## src/rtl/mux4_arbiter.sv

```systemverilog
// mux4_arbiter: 4-way round-robin arbiter driving a 4:1 mux select.
// Owner keeps the grant while its request stays high. Release advances the
// pointer past the owner and hands over on the same edge.
// Optional feature macro ARB_TIMEOUT_EN: forced rotation after MAX_HOLD cycles
// when another requester is waiting.
module mux4_arbiter #(
   parameter int unsigned MAX_HOLD = 8
) (
   input  logic       clk,
   input  logic       rst_n,
   input  logic [3:0] req,
   output logic [3:0] gnt,
   output logic [1:0] sel,
   output logic       busy
);

   localparam int unsigned N_REQ  = 4;
   localparam int unsigned IDX_W  = 2;
   localparam int unsigned HOLD_W = 8;

   typedef enum logic {
      IDLE  = 1'b0,
      GRANT = 1'b1
   } state_t;

   state_t             state, state_n;
   logic [N_REQ-1:0]   gnt_n;
   logic [IDX_W-1:0]   sel_n;
   logic               busy_n;
   logic [IDX_W-1:0]   ptr, ptr_n;
   logic [N_REQ-1:0]   owner_mask;
   logic [IDX_W:0]     scan;
   logic               release_c;
`ifdef ARB_TIMEOUT_EN
   logic [HOLD_W-1:0]  hold_cnt, hold_n;
   logic               timeout_c;
`endif

   // Reject out-of-range hold limits at elaboration time
   if (MAX_HOLD < 2 || MAX_HOLD > 255) begin : g_bad_max_hold
      $error("mux4_arbiter: MAX_HOLD must be within 2..255");
   end

   // First asserted request at or after start, wrapping mod 4; {found, index}
   function automatic logic [IDX_W:0] rr_scan(input logic [N_REQ-1:0] r,
                                              input logic [IDX_W-1:0] start);
      logic [IDX_W-1:0] idx;
      rr_scan = '0;
      for (int i = N_REQ - 1; i >= 0; i--) begin
         idx = start + IDX_W'(i);
         if (r[idx]) rr_scan = {1'b1, idx};
      end
   endfunction

   assign owner_mask = N_REQ'(4'b0001 << sel);

`ifdef ARB_TIMEOUT_EN
   // Owner has used its quota and someone else is waiting
   assign timeout_c = (hold_cnt == HOLD_W'(MAX_HOLD)) && |(req & ~owner_mask);
   assign release_c = !req[sel] || timeout_c;
`else
   assign release_c = !req[sel];
`endif

   // State and output registers
   always_ff @(posedge clk or negedge rst_n) begin
      if (!rst_n) begin
         state    <= IDLE;
         gnt      <= '0;
         sel      <= '0;
         busy     <= 1'b0;
         ptr      <= '0;
`ifdef ARB_TIMEOUT_EN
         hold_cnt <= '0;
`endif
      end else begin
         state    <= state_n;
         gnt      <= gnt_n;
         sel      <= sel_n;
         busy     <= busy_n;
         ptr      <= ptr_n;
`ifdef ARB_TIMEOUT_EN
         hold_cnt <= hold_n;
`endif
      end
   end

   // Next-state, grant selection and pointer update
   always_comb begin
      state_n = state;
      gnt_n   = gnt;
      sel_n   = sel;
      busy_n  = busy;
      ptr_n   = ptr;
      scan    = '0;
`ifdef ARB_TIMEOUT_EN
      hold_n  = hold_cnt;
`endif
      case (state)
         IDLE: begin
            scan = rr_scan(req, ptr);
            if (scan[IDX_W]) begin
               state_n = GRANT;
               gnt_n   = N_REQ'(4'b0001 << scan[IDX_W-1:0]);
               sel_n   = scan[IDX_W-1:0];
               busy_n  = 1'b1;
`ifdef ARB_TIMEOUT_EN
               hold_n  = HOLD_W'(1);
`endif
            end else begin
               gnt_n  = '0;
               busy_n = 1'b0;
            end
         end
         GRANT: begin
            if (release_c) begin
               // Releasing owner is masked so it can never win its own release edge
               ptr_n = sel + IDX_W'(1);
               scan  = rr_scan(req & ~owner_mask, ptr_n);
               if (scan[IDX_W]) begin
                  gnt_n  = N_REQ'(4'b0001 << scan[IDX_W-1:0]);
                  sel_n  = scan[IDX_W-1:0];
                  busy_n = 1'b1;
`ifdef ARB_TIMEOUT_EN
                  hold_n = HOLD_W'(1);
`endif
               end else begin
                  state_n = IDLE;
                  gnt_n   = '0;
                  busy_n  = 1'b0;
               end
            end else begin
`ifdef ARB_TIMEOUT_EN
               if (hold_cnt != {HOLD_W{1'b1}}) hold_n = hold_cnt + HOLD_W'(1);
`endif
            end
         end
         default: begin
            state_n = IDLE;
            gnt_n   = '0;
            busy_n  = 1'b0;
         end
      endcase
   end

endmodule

```

## config.mk

```make
export PLATFORM = sky130hd
export DESIGN_NAME = mux4_arbiter
export DESIGN_NICKNAME = d
export VERILOG_FILES = /design/src/rtl/mux4_arbiter.sv
export SDC_FILE = /design/constraint.sdc
export NUM_CORES = 1
export LEC_CHECK = 0
export CORE_AREA = 2 2 41 43
export CTS_BUF_LIST = sky130_fd_sc_hd__clkbuf_4
export DETAILED_ROUTE_END_ITERATION = 16
export DIE_AREA = 0 0 43 45
export MAX_ROUTING_LAYER = met4
export PLACE_DENSITY_LB_ADDON = 0.15
export SETUP_SLACK_MARGIN = 0.4
export SYNTH_ARGS = -nofsm -noshare
export SYNTH_HDL_FRONTEND = slang
export SYNTH_SLANG_ARGS = --single-unit
export TNS_END_PERCENT = 10
```

## constraint.sdc

```tcl
create_clock -name clk -period 3.1 [get_ports clk]
set_input_delay 0.62 -clock clk [delete_from_list [all_inputs] [get_ports clk]]
set_output_delay 0.62 -clock clk [all_outputs]
set_load 0.01 [all_outputs]
```

After elaboration in Yosys (flattened, before gate mapping)
Cells that the tools add are included.
{"block": "totals", "output_inout_bits": 7, "elab_cells": 76, "reg_bits": 10}
{"block": "classes", "order_cmp": 9, "shifts": 3, "n_mux": 43, "bitwise": 4, "n_eq_ne": 3, "add_sub_neg": 7, "n_reduce_logical": 2}
{"cell": "two-way mux 3 bit", "count": 11}
{"cell": "< comparator 2 x 3 -> 1 bit (second input constant)", "count": 9}
{"cell": "binary-select mux 1 bit (select 2 bit)", "count": 9}
{"cell": "two-way mux 1 bit", "count": 13}
{"cell": "two-way mux 4 bit", "count": 3}
{"cell": "<< shifter 1 x 2 -> 4 bit (first input constant)", "count": 3}
{"cell": "adder 2 bit (second input constant)", "count": 4}
{"cell": "case mux 4 bit (2 select lines)", "count": 1}
{"cell": "adder 2 x 1 -> 2 bit (second input constant)", "count": 3}
{"cell": "two-way mux 2 bit", "count": 3}
{"cell": "AND 4 bit", "count": 1}
{"cell": "inequality test 2 x 1 -> 1 bit (second input constant)", "count": 2}
{"cell": "NOT 4 bit", "count": 1}
{"cell": "case mux 1 bit (2 select lines)", "count": 2}
{"cell": "case mux 2 bit (2 select lines)", "count": 1}
{"cell": "AND reduction 3 bit", "count": 1}
{"cell": "inequality test 2 bit (second input constant)", "count": 1}
{"cell": "NOT 1 bit", "count": 2}
{"cell": "AND reduction 2 bit", "count": 1}

Depth between registers and ports, before layout
{"block": "depth", "depth_word": 15, "ltp_mapped": 8, "mapped_depth_nobuf": 7}

Worst setup path before layout
Ideal clock, no wire load.
{"block": "synth_path", "path_type": "register to register", "startpoint": "reg sel[0]", "endpoint": "reg gnt[1]", "path_slack_ns": 0.767, "path_buffers": 1, "setup_ns": 0.126, "synth_period_minus_slack_ns": 2.333, "arrival_time_ns": 2.207, "stages_incl_launch_ff": 9, "required_ns": 2.974, "cell_sequence": "dfrtp_1 -> buf_6 -> inv_1 -> ha_1 -> and3b_1 -> or4b_1 -> a32oi_2 -> inv_1 -> a221o_1"}
{"block": "synth_via", "elab_chain_len": 15, "word_cells_on_any_way": 28, "classes_between": "add/sub (4); eq/ne (1); shift (2); mux (19); bitwise (2)"}
{"element": "start, declared", "line_no": "13", "text": "output logic [1:0] sel,"}
{"element": "start signal, assigned", "line_no": "79", "text": "sel <= sel_n;"}
{"element": "branches (longest 15 deep; another with adder 2 x 1 -> 2 bit)"}
{"element": "end signal, assigned", "line_no": "78", "text": "gnt <= gnt_n;"}
{"element": "end, declared", "line_no": "12", "text": "output logic [3:0] gnt,"}
Parallel ways; which one is timed is not known. The select of a mux whose other input is x is not followed.
A chain may end at the register's enable or synchronous reset.

Final worst setup path
{"block": "layout_path", "startpoint": "in req[0]", "endpoint": "reg gnt[1]"}
{"block": "layout_via", "elab_chain_len": 13, "word_cells_on_any_way": 37, "classes_between": "eq/ne (1); shift (2); mux (33); bitwise (1)"}
{"element": "start, declared", "line_no": "11", "text": "input logic [3:0] req,"}
{"element": "AND 4 bit", "line_no": "119", "text": "scan = rr_scan(req & ~owner_mask, ptr_n);"}
{"element": "binary-select mux 1 bit (select 2 bit)", "line_no": "51", "text": "if (r[idx]) rr_scan = {1'b1, idx};"}
{"element": "two-way mux 1 bit (implied by the code)", "line_no": "51"}
{"element": "two-way mux 3 bit (4 in series)", "line_no": "51"}
{"element": "two-way mux 3 bit", "line_no": "116", "text": "if (release_c) begin"}
{"element": "two-way mux 3 bit", "line_no": "99", "text": "case (state)"}
{"element": "<< shifter 1 x 2 -> 4 bit", "line_no": "121", "text": "gnt_n = N_REQ'(4'b0001 << scan[IDX_W-1:0]);"}
{"element": "two-way mux 4 bit", "line_no": "120", "text": "if (scan[IDX_W]) begin"}
{"element": "two-way mux 4 bit", "line_no": "116"}
{"element": "case mux 4 bit (2 select lines)", "line_no": "99"}
Parallel ways exist; a longest one is shown, timed or not. The select of a mux whose other input is x is not followed.

==> flow_summary.ini <==
[clocking]
post_cts_buffers = 0
cts_tree = built
clock-sinks = 10
numCtsBuffers = 3
clk_latency_ps = 270
htree_num_levels = 1
clock_path_buffers = 2
clk_pin_slew_ps = 60
root_buffer = clkbuf_4

[critical_path]
crit_required_ps = 3260
crit_path_start_kind = input port
reg2reg_depth = 7
crit_path_end_kind = flop
path_max_fanout = 11
critical_path_class = in -> reg
timing.rr.end = gnt[1]$_DFFE_PN0P_
r2r_slack_ps = 670
r2r_start = sel[0]$_DFFE_PN0P_
critical_path_arrival_ps = 2630

[sta]
slew_headroom_pct = 70.8
fmax_mhz = 403
setup_ws_ps = 621
finalSetupTns_ps = 0
rsz0062_at_grt = false
slew_violations = 0
hold_viol = 0
worstMarginPinSlew_ps = 436
setup_viol = 0
fin_crit_ps = 2480
fin_crit_sh_pct = 80.0
skew_ps = 3.01

[synthesis]
synth_top_area_cell = dfrtp_1
synthMuxAreaShare_pct = 4.17
seq_area_frac_synth_pct = 32.1
avgSynthCellArea_um2 = 9.74
netlist.area_leader.share_pct = 32.1
synth.distinct_cells = 42
yosys.area_share.simple_pct = 22.5
synthAdderAreaFrac_pct = 6.42
syn-num-nets = 90
synth-compound-area-share_pct = 28.6
synthesis.area_um2 = 779
synth_top_family_by_area = compound AO/OA/AOI/OAI gates
synth-seq-cells = 10
ys_warn_count = 0
synthCells = 80
synthXorXnorAreaFrac_pct = 0
yosys-top-cells-area = dfrtp_1 32%, ha_1 6.4%, o41ai_4 3.5%

[pwr]
pwr-share-comb_pct = 62.6
leakagePower_nw = 0.402
p_sw_share_pct = 44.0
p_int_mw = 0.537
switchingPower_mw = 0.422
power.density_nw_per_um2 = 1040
clkPwrFrac_pct = 9.5
ir_worst_vdd_mv = 0.652
pwr-share-seq_pct = 27.9

[route]
wl_per_cell_um = 15.1
routed-via-count = 666
viasPerCell = 6.11
ant_nets = 0
wl_mm = 1.65
drt_pass1_iterations = 4
drt_iter0_markers = 22
drc_errors = 0

[cells_and_area]
mostFrequentLayoutCells = 12 x clkdlybuf4s50_1, 9 x dfrtp_1, 6 x inv_1, 6 x nand2_1
seqCellArea_um2 = 251
n_fill_cell = 130
nets = 104
final_cells = 109
fin_area_um2 = 921
diodes = 0
postLayoutCoreUtil_pct = 62.6
drive_above_1_share_pct = 12.9
layout_commonest_cell = clkdlybuf4s50_1
multiInputGateArea_um2 = 480
area_growth_pct = 18.1

[place]
dp_slack_ps = 383
detailed_place_hpwl_mm = 1.22
dp.cells = 105
place_congestion = 0.863
dpl_cell_area_um2 = 893
port_buffers = 12

[floorplanning]
ios = 13
die_x_um = 43
rows = 14
initial_core_util_pct = 53.0
die_y_um = 45
dieArea_um2 = 1940
core_area_um2 = 1470

[grt]
overflow = 0
grt_usage_pct = 20.8
antenna_found_initial = 0
grt_max_degree = 14
grt_pass1_wl_mm = 2.79
grt_pass1_vias = 623

[status]
outcome = complete, no violations

[run]
drv_cap = 0

[hold_path]
hold_start = busy$_DFFE_PN0P_
worst_hold_path_type = reg -> reg
hold_depth = 1
holdPathEnd = busy$_DFFE_PN0P_
cell families (layout without fill, tap and decap cells):
logic type               after synthesis  count (layout)
multiplexers                           2               2
AND/OR/NAND/NOR                       28              28
adder cells (fa/ha/maj)                4               4
buffers and inverters                  9              22
flip-flops                            10              10
AO/OA/AOI/OAI                         27              27
cell usage after synthesis:
library cell / n
dfrtp_1: 10
inv_1: 6
nand2_1: 6
a21oi_1: 4
ha_1: 4
nor2_1: 4
o21ai_0: 4
nor3b_1: 3
a21o_1: 2
a22o_1: 2
a22oi_1: 2
buf_4: 2
or3b_2: 2
a211o_1: 1
a21boi_0: 1
a221o_1: 1
a222oi_1: 1
a31oi_1: 1
a32oi_2: 1
and2_4: 1
and3b_1: 1
buf_6: 1
mux2i_1: 1
mux4_2: 1
nand2b_1: 1
nand3_1: 1
nand3b_1: 1
nor2b_1: 1
nor3_1: 1
nor3_2: 1
nor4_1: 1
o21a_1: 1
o21bai_1: 1
o221ai_1: 1
o22a_1: 1
o22ai_1: 1
o2bb2a_1: 1
o41ai_4: 1
or2_1: 1
or2b_2: 1
or3b_1: 1
or4b_1: 1
sequential cells by signal, indices dropped and copies added (netlist names):
| name | flops |
|---|---|
| gnt | 4 |
| ptr | 2 |
| sel | 2 |
| busy | 1 |
| state | 1 |
per-layer routing:
metal,share of wire [%],global-route usage (%),vias up
li1,-,-,329
met1,48,27.2,312
met2,45,29.7,21
met3,3.2,1.20,4
met4,3.3,17.6,0
met5,0,-,-
final cells by class:
cell class              instances  area share, %
well taps                      16           2.17
flip-flops and latches         10           27.3
multi-input cells              61           52.2
repair buffers                 12           13.0
clock inverters                 1          0.408
clock buffers                   3           2.45
inverters                       6           2.45
stage by stage:
stage / power [mW] / hold WS [ps]
floorplan: 0.697 / 324
global placement: 0.856 / 474
detailed placement: 0.864 / 480
CTS: 0.962 / 494
global route: 1.05 / 537
finish: 0.959 / 487
power by group through the flow:
| stage | sequential, mW | clock (mW) | combinational (mW) |
|---|---|---|---|
| after floorplan | 0.261 | 0 | 0.436 |
| final | 0.268 | 0.0912 | 0.600 |
| after global routing | 0.278 | 0.101 | 0.667 |
| after detailed placement | 0.268 | 0 | 0.596 |
| after CTS | 0.266 | 0.0960 | 0.600 |
| after global placement | 0.267 | 0 | 0.590 |
worst max-delay path, stage by stage:
cell,delay (ps)
clkdlybuf4s50_1,560
and3b_1,280
or4b_1,480
a32oi_2,330
inv_1,70
a221o_1,290
worst max-delay path by stage:
stage                  startpoint                 end  cells after the start
3_5_place_dp               req[0]  gnt[1]$_DFFE_PN0P_                      6
6_report                   req[0]  gnt[1]$_DFFE_PN0P_                      6
5_1_grt        sel[0]$_DFFE_PN0P_  gnt[1]$_DFFE_PN0P_                      7
3_3_place_gp               req[0]  gnt[1]$_DFFE_PN0P_                      6
4_1_cts        sel[0]$_DFFE_PN0P_  gnt[1]$_DFFE_PN0P_                      7
2_1_floorplan  sel[0]$_DFFE_PN0P_  gnt[1]$_DFFE_PN0P_                      8
what timing repair did:
action | in CTS | in global routing
gates resized for setup | 0 | 1
endpoints found under the setup margin | 0 | 1
hold buffers | 0 | 0
No activity file was read; power rests on OpenSTA's default activity.
